<file path="config.mk">
export PLATFORM = sky130hd
export DESIGN_NAME = rng_rd_buf
export DESIGN_NICKNAME = d
export VERILOG_FILES = /design/src/rtl/rng_pkg.sv /design/src/rtl/rng_sync_fifo.sv /design/src/rtl/rng_rd_buf.sv
export SDC_FILE = /design/constraint.sdc
export NUM_CORES = 1
export LEC_CHECK = 0
export CAP_MARGIN = 30
export CORE_AREA = 3 3 300 184
export CTS_BUF_LIST = sky130_fd_sc_hd__clkbuf_8
export CTS_CLUSTER_DIAMETER = 50
export CTS_CLUSTER_SIZE = 16
export DETAILED_ROUTE_END_ITERATION = 7
export DIE_AREA = 0 0 303 187
export SLEW_MARGIN = 20
export SYNTH_ARGS = -nofsm -noshare
export SYNTH_HDL_FRONTEND = slang
export SYNTH_SLANG_ARGS = --single-unit
</file>
<file path="constraint.sdc">
create_clock -name clk -period 3.7 [get_ports clk]
set_clock_uncertainty 0.05 [all_clocks]
set_input_delay 1.11 -clock clk [delete_from_list [all_inputs] [get_ports clk]]
set_output_delay 1.11 -clock clk [all_outputs]
set_load 0.02 [all_outputs]
</file>
<file path="src/rtl/rng_pkg.sv">
// rtl/rng_pkg.sv - shared types and constants for the RNG read buffer
package rng_pkg;

    localparam int RNG_W             = 64;
    localparam int RNG_DEF_DEPTH     = 4;
    localparam int RNG_DEF_REP_LIMIT = 3;

    typedef enum logic [1:0] {
        IDLE = 2'd0,
        WAIT = 2'd1,
        ACK  = 2'd2
    } rd_state_e;

endpackage

</file>
<file path="src/rtl/rng_sync_fifo.sv">
// rtl/rng_sync_fifo.sv - single-clock FIFO with synchronous flush
module rng_sync_fifo #(
    parameter int W     = 64,
    parameter int DEPTH = 4
) (
    input  logic                         clk,
    input  logic                         rst_n,
    input  logic                         push,
    input  logic [W-1:0]                 push_data,
    input  logic                         pop,
    output logic [W-1:0]                 pop_data,
    input  logic                         flush,
    output logic [$clog2(DEPTH+1)-1:0]   count,
    output logic                         empty,
    output logic                         full
);

    localparam int CW = $clog2(DEPTH + 1);
    localparam int PW = $clog2(DEPTH);

    logic [W-1:0]  mem [DEPTH];
    logic [PW-1:0] wr_ptr;
    logic [PW-1:0] rd_ptr;
    logic [CW-1:0] count_q;
    logic          push_ok;
    logic          pop_ok;

    // A full FIFO refuses a push even when a pop lands on the same edge.
    assign push_ok = push && !full;
    assign pop_ok  = pop && !empty;

    assign count    = count_q;
    assign empty    = (count_q == '0);
    assign full     = (count_q == CW'(DEPTH));
    assign pop_data = mem[rd_ptr];

    // Storage array; contents are don't-care until written, so no reset.
    always_ff @(posedge clk) begin
        if (push_ok) begin
            mem[wr_ptr] <= push_data;
        end
    end

    // Pointers and occupancy; flush overrides any concurrent push or pop.
    always_ff @(posedge clk or negedge rst_n) begin
        if (!rst_n) begin
            wr_ptr  <= '0;
            rd_ptr  <= '0;
            count_q <= '0;
        end else if (flush) begin
            wr_ptr  <= '0;
            rd_ptr  <= '0;
            count_q <= '0;
        end else begin
            if (push_ok) begin
                wr_ptr <= wr_ptr + PW'(1);
            end
            if (pop_ok) begin
                rd_ptr <= rd_ptr + PW'(1);
            end
            case ({push_ok, pop_ok})
                2'b10:   count_q <= count_q + CW'(1);
                2'b01:   count_q <= count_q - CW'(1);
                default: count_q <= count_q;
            endcase
        end
    end

endmodule

</file>
<file path="src/rtl/rng_rd_buf.sv">
// rtl/rng_rd_buf.sv - health-tested random word buffer with req/ack read port
module rng_rd_buf
    import rng_pkg::*;
#(
    parameter int DEPTH     = RNG_DEF_DEPTH,
    parameter int REP_LIMIT = RNG_DEF_REP_LIMIT
) (
    input  logic                         clk,
    input  logic                         rst_n,
    input  logic [RNG_W-1:0]             rand_num_i,
    input  logic                         rand_num_valid_i,
    input  logic                         req_i,
    output logic                         ack_o,
    output logic [RNG_W-1:0]             data_o,
    output logic                         err_o,
    input  logic                         clr_err_i,
    output logic [$clog2(DEPTH+1)-1:0]   count_o,
    output logic                         empty_o,
    output logic                         full_o
);

    localparam int RW = $clog2(REP_LIMIT);

    rd_state_e        state_q;
    rd_state_e        state_d;
    logic [RNG_W-1:0] last_word_q;
    logic [RW-1:0]    rep_cnt_q;
    logic             err_q;
    logic [RNG_W-1:0] data_q;

    logic             is_rep;
    logic             hit;
    logic             fresh;
    logic             err_set;
    logic             fifo_push;
    logic             fifo_pop;
    logic             serve;
    logic [RNG_W-1:0] fifo_head;
    logic             fifo_empty;
    logic             fifo_full;

    // Health test classification of the incoming word.
    assign is_rep  = (rand_num_i == last_word_q);
    assign hit     = rand_num_valid_i && is_rep;
    assign fresh   = rand_num_valid_i && !is_rep;
    assign err_set = hit && (rep_cnt_q == RW'(REP_LIMIT - 2));

    // Only fresh words reach the FIFO, and nothing enters while in error.
    assign fifo_push = fresh && !err_q;

    // A request is served once data exists or the error path forces a zero reply.
    assign serve    = ((state_q == IDLE && req_i) || state_q == WAIT)
                      && (!fifo_empty || err_q);
    assign fifo_pop = serve && !err_q;

    rng_sync_fifo #(
        .W     (RNG_W),
        .DEPTH (DEPTH)
    ) u_fifo (
        .clk       (clk),
        .rst_n     (rst_n),
        .push      (fifo_push),
        .push_data (rand_num_i),
        .pop       (fifo_pop),
        .pop_data  (fifo_head),
        .flush     (err_set),
        .count     (count_o),
        .empty     (fifo_empty),
        .full      (fifo_full)
    );

    assign empty_o = fifo_empty;
    assign full_o  = fifo_full;
    assign err_o   = err_q;
    assign data_o  = data_q;
    assign ack_o   = (state_q == ACK);

    // Track the previous distinct word and how many times it has repeated.
    always_ff @(posedge clk or negedge rst_n) begin
        if (!rst_n) begin
            last_word_q <= '0;
            rep_cnt_q   <= '0;
        end else begin
            if (fresh) begin
                last_word_q <= rand_num_i;
            end
            if (clr_err_i || fresh) begin
                rep_cnt_q <= '0;
            end else if (hit && rep_cnt_q != RW'(REP_LIMIT - 1)) begin
                rep_cnt_q <= rep_cnt_q + RW'(1);
            end
        end
    end

    // Sticky error: a trip in the same cycle as a clear keeps the flag set.
    always_ff @(posedge clk or negedge rst_n) begin
        if (!rst_n) begin
            err_q <= 1'b0;
        end else if (err_set) begin
            err_q <= 1'b1;
        end else if (clr_err_i) begin
            err_q <= 1'b0;
        end
    end

    // Capture the returned word on the edge that enters ACK.
    always_ff @(posedge clk or negedge rst_n) begin
        if (!rst_n) begin
            data_q <= '0;
        end else if (serve) begin
            data_q <= err_q ? '0 : fifo_head;
        end
    end

    // Read handshake state register.
    always_ff @(posedge clk or negedge rst_n) begin
        if (!rst_n) begin
            state_q <= IDLE;
        end else begin
            state_q <= state_d;
        end
    end

    // Read handshake next state; ACK lasts one cycle and ignores req_i.
    always_comb begin
        state_d = state_q;
        case (state_q)
            IDLE: begin
                if (serve) begin
                    state_d = ACK;
                end else if (req_i) begin
                    state_d = WAIT;
                end
            end
            WAIT: begin
                if (serve) begin
                    state_d = ACK;
                end
            end
            ACK: begin
                state_d = IDLE;
            end
            default: begin
                state_d = IDLE;
            end
        endcase
    end

endmodule

</file>
## After elaboration in Yosys (flattened, before gate mapping)

Memories as Yosys holds them, arrays and structs flattened.
Cells that the tools add are included.
Widths: inputs -> output; s select.

- Muxes and demuxes: 17
- Equality and inequality tests: 10
- Add/sub/neg operators: 5
- Reductions and logical operators: 25

Operator list:

| operator | number |
|---|---|
| $eq 64x64->1 | 1 |
| $mux 64 | 1 |
| $mux 2 | 9 |
| $logic_and 1x1->1 | 10 |
| $reduce_bool 2->1 | 4 |
| $add 2x1->2 const B | 3 |
| $eq 2x1->1 const B | 3 |
| $pmux 3 s2 | 1 |
| $eq 2x2->1 const B | 2 |
| $logic_not 1->1 | 4 |
| $mux 1 | 4 |
| $ne 2x2->1 const B | 2 |
| $pmux 2 s2 | 1 |
| $add 3x1->3 const B | 1 |
| $eq 3x3->1 const B | 1 |
| $logic_not 3->1 | 1 |
| $logic_or 1x1->1 | 3 |
| $mux 3 | 1 |
| $ne 3x3->1 const B | 1 |
| $reduce_bool 3->1 | 1 |
| $sub 3x1->3 const B | 1 |
| $logic_not 2->1 | 1 |
| $reduce_and 2->1 | 1 |

- RAM bits: 256
- Word-level logic and storage cells: 66
- Memories kept: 1
- Output and inout port bits: 71
- Register bits: 140

Memory list:

| name | words | width | read ports | clocked after Yosys merged registers in | write ports | line | text |
|---|---|---|---|---|---|---|---|
| u_fifo.mem | 4 | 64 | 1 | 0 | 1 | rng_sync_fifo.sv:21 | `logic [W-1:0] mem [DEPTH];` |

## Depth between registers and ports, before layout

Gate-level depths: netlist (run 1).

- Word-level depth: 9
- Gate-level depth with buffers: 9

## Hierarchy

From an unflattened synthesis (run 1), not the netlist that was laid out.

- Cells, all modules: 923
- Area, all modules: 15860.2 sq um

Modules (own cells, without submodules):

| module | cells each | area an instance (sq um) | instances | sequential area each (sq um) |
|---|---|---|---|---|
| rng_sync_fifo | 395 | 9770.6 | 1 | 7862.5 |
| rng_rd_buf | 528 | 6089.6 | 1 | 3328.2 |

## Worst setup path after synthesis (run 1)

Ideal clock, no wire load.

- Kind: input-to-reg
- Start point: input rand_num_valid_i
- End point: memory u_fifo.mem[0][0], enable pin
- Library setup time: 429 ps
- Arrival: 3265 ps
- Path buffers: 0
- Required time: 3221 ps
- Stages on the path: 2
- Slack: -44 ps
- Cells stage by stage: nor3b_1 and3_1

- Cells in the longest elaborated chain, start to end: 5

Ends and longest elaborated chain:

| what | line | text |
|---|---|---|
| from (decl) | rng_rd_buf.sv:11 | `input logic rand_num_valid_i,` |
| $logic_and 1x1->1 | rng_rd_buf.sv:45 | `assign fresh = rand_num_valid_i && !is_rep;` |
| $logic_and 1x1->1 | rng_rd_buf.sv:49 | `assign fifo_push = fresh && !err_q;` |
| $logic_and 1x1->1 | rng_sync_fifo.sv:29 | `assign push_ok = push && !full;` |
| $mux 1 | rng_sync_fifo.sv:39 | `if (push_ok) begin` |
| $mux 1 (implied by the code) | rng_sync_fifo.sv:40 | `mem[wr_ptr] <= push_data;` |
| to (decl) | rng_sync_fifo.sv:21 |  |

Every way passes these cells.

## Worst setup path after layout (run 1)

- Start point: register u_fifo.count_q[0], in the netlist u_fifo.count[0]
- End point: output full_o

- Cells in the longest elaborated chain, start to end: 1

Ends and longest elaborated chain:

| what | line | text |
|---|---|---|
| from (decl) | rng_sync_fifo.sv:24 | `logic [CW-1:0] count_q;` |
| from (signal assigned) | rng_sync_fifo.sv:62 | `2'b10: count_q <= count_q + CW'(1);` |
| from (signal assigned) | rng_sync_fifo.sv:63 | `2'b01: count_q <= count_q - CW'(1);` |
| from (signal assigned) | rng_sync_fifo.sv:64 | `default: count_q <= count_q;` |
| $eq 3x3->1 | rng_sync_fifo.sv:34 | `assign full = (count_q == CW'(DEPTH));` |
| to (decl) | rng_rd_buf.sv:19 | `output logic full_o` |

Every way passes these cells.

==> metrics.yaml, run 1 <==
run_status:
  status: "finished, final reports clean"
detailed_routing:
  drt-pass1-iter-count: 4
  vias: 8455
  wl_per_cell_um: 21.2
  avgViaCountPerCell: 4.57
  drc: 0
  detail-route-antenna-nets: 0
  routed_wl_mm: 39.1
  drt_iter0_drc: 642
place:
  numPortBuffers: 139
  place_inst: 1790
  dp_hpwl_mm: 26.3
  place.gp.congestion: 0.748
  pre_cts_ws_ns: -0.355
sta:
  worst_pin_slew_ns: 0.685
  setup_slack_ns: 0.133
  clock.fmax_mhz: 280
  final.setup.tns_ns: 0
  finalMaxSlewViolations: 0
  relSlewSlack_pct: 54.3
  post-route-period-util_pct: 96.4
  rsz0062_at_grt: "false"
  finalSetupViolCount: 0
  final-hold-violation-count: 0
  fin_crit_ns: 3.57
floorplan:
  dieArea_sq_um: 56700
  num_rows: 65
  fp.coreArea_sq_um: 52500
  die_y_um: 187
  initial_core_util_pct: 30.0
  io-pin-count: 140
  die_width_um: 303
cells_and_area:
  drive_above_1_share_pct: 23.6
  layoutNonFillerInstCount: 1849
  finalNetCount: 1199
  layout_commonest_cell: "edfxtp_1"
  fin_util_pct: 36.8
  insertedDiodeCount: 0
  seqCellArea_sq_um: 11200
  final_cell_mix: "edfxtp_1, clkdlybuf4s50_1, dfrtp_1"
  nFillCells: 4928
  multi_input_area_sq_um: 4280
  area_growth_pct: 22.9
power:
  internal_power_mw: 8.97
  clock_power_share_pct: 19.5
  ir_worst_vdd_mv: 0.381
  p_per_area_nw_per_um2: 689
  p_sw_mw: 4.34
  total_power_mw: 13.3
  swShare_pct: 32.6
  pwr-share-seq_pct: 47.3
  p_comb_share_pct: 33.2
  leakage_nw: 6.96
synth:
  synth_edf_count: 256
  synth_top_area_cell: "edfxtp_1"
  synth_cells: 907
  yosysTopAreaCellShare_pct: 48.9
  yosysUniqueCellTypes: 45
  yosys_warnings: 0
  synth.yosys.seq_area_share_pct: 71.2
  syn-num-nets: 983
  avgSynthCellArea_sq_um: 17.3
  syn_area_sq_um: 15700
  synth_ff_type: "edfxtp_1"
  ys_seq_elements: 396
  synth_area_leaders: "edfxtp_1, dfrtp_1, mux4_2"
  ys_async_sr_fraction_pct: 35.4
global_routing:
  grt_max_degree: 60
  grt_pass1_vias: 8748
  grt_pass1_wl_mm: 58.7
  overflow: 0
  grt_util_all_layers_pct: 13.9
  antenna_found_initial: 6
clock_tree:
  post_cts_resized: 0
  clk_latency_ns: 0.58
  cts_tree: "yes"
  cts_htree_levels: 2
  cts_setup_buffers: 0
  root_buffer: "clkbuf_8"
  clock-sinks: 396
  cts_buffer_depth: 3
  clkTransAtPathRegs_ns: 0.10
  cts_buffers: 34
  cts_hold_buf: 0
critical_path:
  start_kind: "register"
  startpoint: "u_fifo.count[0]$_DFFE_PN0P_"
  crit_path_end_kind: "output port"
  cp_max_fo: 6
  path_class: "register to output port"
  rr_startpoint: "last_word_q[29]$_DFFE_PN0P_"
  crit_required_ns: 2.54
  crit_arrival_ns: 2.41
worst_hold_path:
  min_from: "data_o[5]$_DFFE_PN0P_"
  hp-class: "register to register"
job:
  max-cap-violations: 0
-- metal layers --
layer  global-route usage [%]  wire length [um]  vias to the layer above
met5                        0                72                        -
met4                     2.24               490                       12
met3                     3.49              2170                       55
met2                     20.7             17600                      179
met1                     20.9             18800                     4389
li1                         -                 -                     3820
-- worst paths after layout --
| path | end | depth (start not counted) | slack (ns) |
|---|---|---|---|
| max | full_o | 2 | 0.13 |
| min in group asynchronous | data_o[46]$_DFFE_PN0P_ | 1 | 0.48 |
| min | data_o[5]$_DFFE_PN0P_ | 2 | 0.44 |
| max reg2reg | u_fifo.count[2]$_DFFE_PN0P_ | 9 | 0.89 |
| max in group asynchronous | u_fifo.rd_ptr[0]$_DFFE_PN0P_ | 2 | 2.38 |
| min reg2reg | data_o[5]$_DFFE_PN0P_ | 2 | 0.44 |
-- worst max-delay path, cell delays in order, from the launching register on --
cell	delay (ns)
dfrtp_1	0.50
nor3b_1	0.60
clkdlybuf4s50_1	0.74
-- logic make-up after synthesis --
logic type	after synthesis	share of synthesized area, %
AOI/OAI and AO/OA	76	2.50
buffers and inverters	49	1.75
adders and majority gates	7	0.605
DFF	396	71.2
and+or+nand+nor	184	5.75
muxes	128	14.5
xor gates and xnor gates	67	3.73
-- cells in the mapped netlist, types with 6 or more instances --
| cell type | instances |
|---|---|
| clkbuf_1 | 27 |
| mux4_2 | 64 |
| xnor2_1 | 65 |
| buf_2 | 6 |
| mux2_1 | 8 |
| mux2_2 | 26 |
| o21ai_0 | 66 |
| edfxtp_1 | 256 |
| nand2_1 | 129 |
| inv_1 | 6 |
| nor2_1 | 8 |
| nand4_1 | 16 |
| mux2_4 | 30 |
| dfrtp_1 | 140 |
| ha_1 | 6 |
-- power by group through the flow --
stage	Clock, mW	Sequential, mW	Combinational [mW]
5_1_grt	2.90	6.42	4.80
6_report	2.60	6.30	4.42
3_3_place_gp	0	6.48	4.38
4_1_cts	2.71	6.32	4.55
3_5_place_dp	0	6.42	4.53
2_1_floorplan	0	6.64	2.19
-- layout make-up --
cell class | count | share of cell area [%]
flip-flops and latches | 396 | 58.0
multi-input cells | 462 | 22.2
repair buffers | 223 | 11.6
well taps | 703 | 4.55
clock buffers | 39 | 2.78
clock inverters | 20 | 0.822
inverters | 6 | 0.117
-- through the flow --
step	hold WS (ns)	instance area (sq um)
floorplan	0.436	15700
global placement	0.413	18600
detailed placement	0.421	18600
CTS	0.444	19300
global route	0.470	19300
finish	0.436	19300
-- state kept, by name (all words and copies together) (netlist names) --
signal,flops
err_o,1
data_o,64
u_fifo.rd_ptr,2
rep_cnt_q,2
state_q,2
u_fifo.mem,256
u_fifo.count,3
u_fifo.wr_ptr,2
last_word_q,64
Power figures use the tool's default switching activity.
==> run 2, diff against run 1 <==
--- a/config.mk
+++ b/config.mk
@@ -5,7 +5,6 @@
 export SDC_FILE = /design/constraint.sdc
 export NUM_CORES = 1
 export LEC_CHECK = 0
-export CAP_MARGIN = 30
 export CORE_AREA = 3 3 300 184
 export CTS_BUF_LIST = sky130_fd_sc_hd__clkbuf_8
 export CTS_CLUSTER_DIAMETER = 50
==> metrics.yaml, run 2 (same netlist as run 1, synthesis figures left out) <==
run_status:
  status: "finished, final reports clean"  # unchanged
critical_path:
  critPathMaxStageDelay_ns: 0.56  # was 0.74 ns
  path_cells: "clkdlybuf4s50_1 > xnor2_1 > nand4_1 > nor4_4 > nand4_4 > a21oi_2 > fa_1 > and4_1 > nor3_1 > nor3b_1"  # was nor3b_1 > clkdlybuf4s50_1
  crit_arrival_ns: 3.95  # was 2.41 ns
  cp_max_fo: 6  # unchanged
  start_kind: "input pin"  # was register
  crit_path_top_delay_cell: "clkdlybuf4s50_1"  # unchanged
  path_class: "input pin to register"  # was register to output port
  crit_required_ns: 4.13  # was 2.54 ns
  crit_path_end_kind: "register"  # was output port
global_routing:
  grt_max_degree: 66  # was 60
  grt_pass1_wl_mm: 59.1  # was 58.7 mm
  antenna_found_initial: 5  # was 6
  grt_pass1_vias: 8791  # was 8748
  grt_util_all_layers_pct: 14.0  # was 13.9%
  overflow: 0  # unchanged
sta:
  hold_slack_ns: 0.436  # about the same
  fin_crit_ns: 3.52  # was 3.57 ns
  finalMaxSlewViolations: 0  # unchanged
  worst_pin_slew_ns: 0.709  # was 0.685 ns
  finalSetupViolCount: 0  # unchanged
  rsz0062_at_grt: "false"  # unchanged
  clock.fmax_mhz: 284  # was 280 MHz
  relSlewSlack_pct: 52.7  # was 54.3%
  post-route-period-util_pct: 95.1  # was 96.4%
  final-hold-violation-count: 0  # unchanged
cells_and_area:
  fin_util_pct: 36.9  # was 36.8%
  area_growth_pct: 23.1  # was 22.9%
  largest_reg_flops: 256  # unchanged
  design_area_sq_um: 19300  # about the same
  layout_commonest_cell: "edfxtp_1"  # unchanged
  top_register: "u_fifo.mem"  # unchanged
  finalNetCount: 1200  # was 1199
  layoutNonFillerInstCount: 1854  # was 1849
  final_cell_mix: "edfxtp_1, clkdlybuf4s50_1, dfrtp_1"  # unchanged
  drive_above_1_share_pct: 24.1  # was 23.6%
detailed_routing:
  wl_per_cell_um: 21.2  # about the same
  vias: 8467  # was 8455
  drt-pass1-iter-count: 5  # was 4
  drc: 0  # unchanged
  routed_wl_mm: 39.3  # was 39.1 mm
  detail-route-antenna-nets: 0  # unchanged
  drt_iter0_drc: 538  # was 642
  avgViaCountPerCell: 4.57  # about the same
clock_tree:
  cts_tree: "yes"  # unchanged
  cts_setup_buffers: 0  # unchanged
  cts_buffer_depth: 3  # unchanged
  cts_htree_levels: 2  # unchanged
  cts_hold_buf: 0  # unchanged
  clock-sinks: 396  # unchanged
  root_buffer: "clkbuf_8"  # unchanged
  clkTransAtPathRegs_ns: 0.09  # was 0.10 ns
  post_cts_resized: 0  # unchanged
  clk_latency_ns: 0.57  # was 0.58 ns
  cts_buffers: 35  # was 34
power:
  leakage_nw: 6.97  # was 6.96 nW
  clock_power_share_pct: 19.8  # was 19.5%
  p_per_area_nw_per_um2: 691  # was 689 nW/um^2
  p_comb_share_pct: 33.1  # was 33.2%
  p_sw_mw: 4.36  # was 4.34 mW
  internal_power_mw: 9.01  # was 8.97 mW
  pwr-share-seq_pct: 47.0  # was 47.3%
  ir_worst_vdd_mv: 0.397  # was 0.381 mV
  swShare_pct: 32.6  # about the same
floorplan:
  initial_core_util_pct: 30.0  # unchanged
  die_y_um: 187  # unchanged
  die_width_um: 303  # unchanged
  io-pin-count: 140  # unchanged
  num_rows: 65  # unchanged
  fp.coreArea_sq_um: 52500  # unchanged
  dieArea_sq_um: 56700  # unchanged
place:
  placed_area_sq_um: 18600  # about the same
  numPortBuffers: 139  # unchanged
  place_inst: 1789  # was 1790
  place.gp.congestion: 0.748  # unchanged
  dp_hpwl_mm: 26.0  # was 26.3 mm
job:
  max-cap-violations: 0  # unchanged
worst_hold_path:
  hp-class: "register to register"  # unchanged
==> run 2: cell count changes in the layout (fill, tap and decap cells not counted) <==
cell / change
clkbuf_8: +1
clkinv_1: -1
clkinv_2: +3
clkinv_4: +2
clkinv_8: -3
diode_2: +1
inv_1: -2
inv_6: +3
inv_8: +1
==> run 2: worst paths after layout <==
| kind | from | to | slack [ns] | depth (start not counted) |
|---|---|---|---|---|
| hold / removal | data_o[49]$_DFFE_PN0P_ | data_o[49]$_DFFE_PN0P_ | 0.44 | 2 |
| setup reg to reg | last_word_q[29]$_DFFE_PN0P_ | u_fifo.count[2]$_DFFE_PN0P_ | 0.93 | 9 |
| setup / recovery | rand_num_i[29] | u_fifo.count[2]$_DFFE_PN0P_ | 0.18 | 10 |
| min in group asynchronous | rst_n | data_o[46]$_DFFE_PN0P_ | 0.47 | 1 |
| hold reg to reg | data_o[49]$_DFFE_PN0P_ | data_o[49]$_DFFE_PN0P_ | 0.44 | 2 |
| max in group asynchronous | rst_n | u_fifo.rd_ptr[1]$_DFFE_PN0P_ | 2.37 | 2 |
==> run 2: power by group through the flow <==
stage / Combinational (mW) / Clock (mW) / Sequential (mW)
floorplan: 2.19 / 0 / 6.64
finish: 4.43 / 2.65 / 6.29
detailed placement: 4.41 / 0 / 6.52
global route: 4.82 / 2.96 / 6.41
global placement: 4.38 / 0 / 6.48
CTS: 4.43 / 2.78 / 6.43
==> run 2: worst max-delay path, delay by kind of cell <==
family	cells	cell delay [ns]
xor+xnor	1	0.46
buf+inv	1	0.56
simple gates	6	1.42
compound gates	1	0.19
fa+ha+maj	1	0.20
==> run 2: cell type report <==
cell class                 instances  area (sq um)
multi-input combinational        462          4280
clock inverter                    23           169
antenna                            1          2.50
inverter                           6          22.5
timing repair buffer             223          2240
fill                            4948         33100
sequential                       396         11200
clock buffer                      40           551
tap                              703           880
==> run 2: per-stage QoR <==
step | power [mW] | TNS [ns] | setup slack, ns
floorplan | 8.83 | 0 | 0.658
global placement | 10.9 | -78.68 | -0.351
detailed placement | 10.9 | -90.08 | -0.352
CTS | 13.6 | 0 | 0.0469
global route | 14.2 | 0 | 0.00284
finish | 13.4 | 0 | 0.181
==> run 2: routing by layer <==
metal | track usage [%] | vias up | wire, um
met3 | 3.47 | 53 | 2350
met4 | 2.22 | 10 | 546
met1 | 21.0 | 4373 | 18700
li1 | - | 3829 | -
met5 | 0 | - | 76
met2 | 20.9 | 202 | 17700
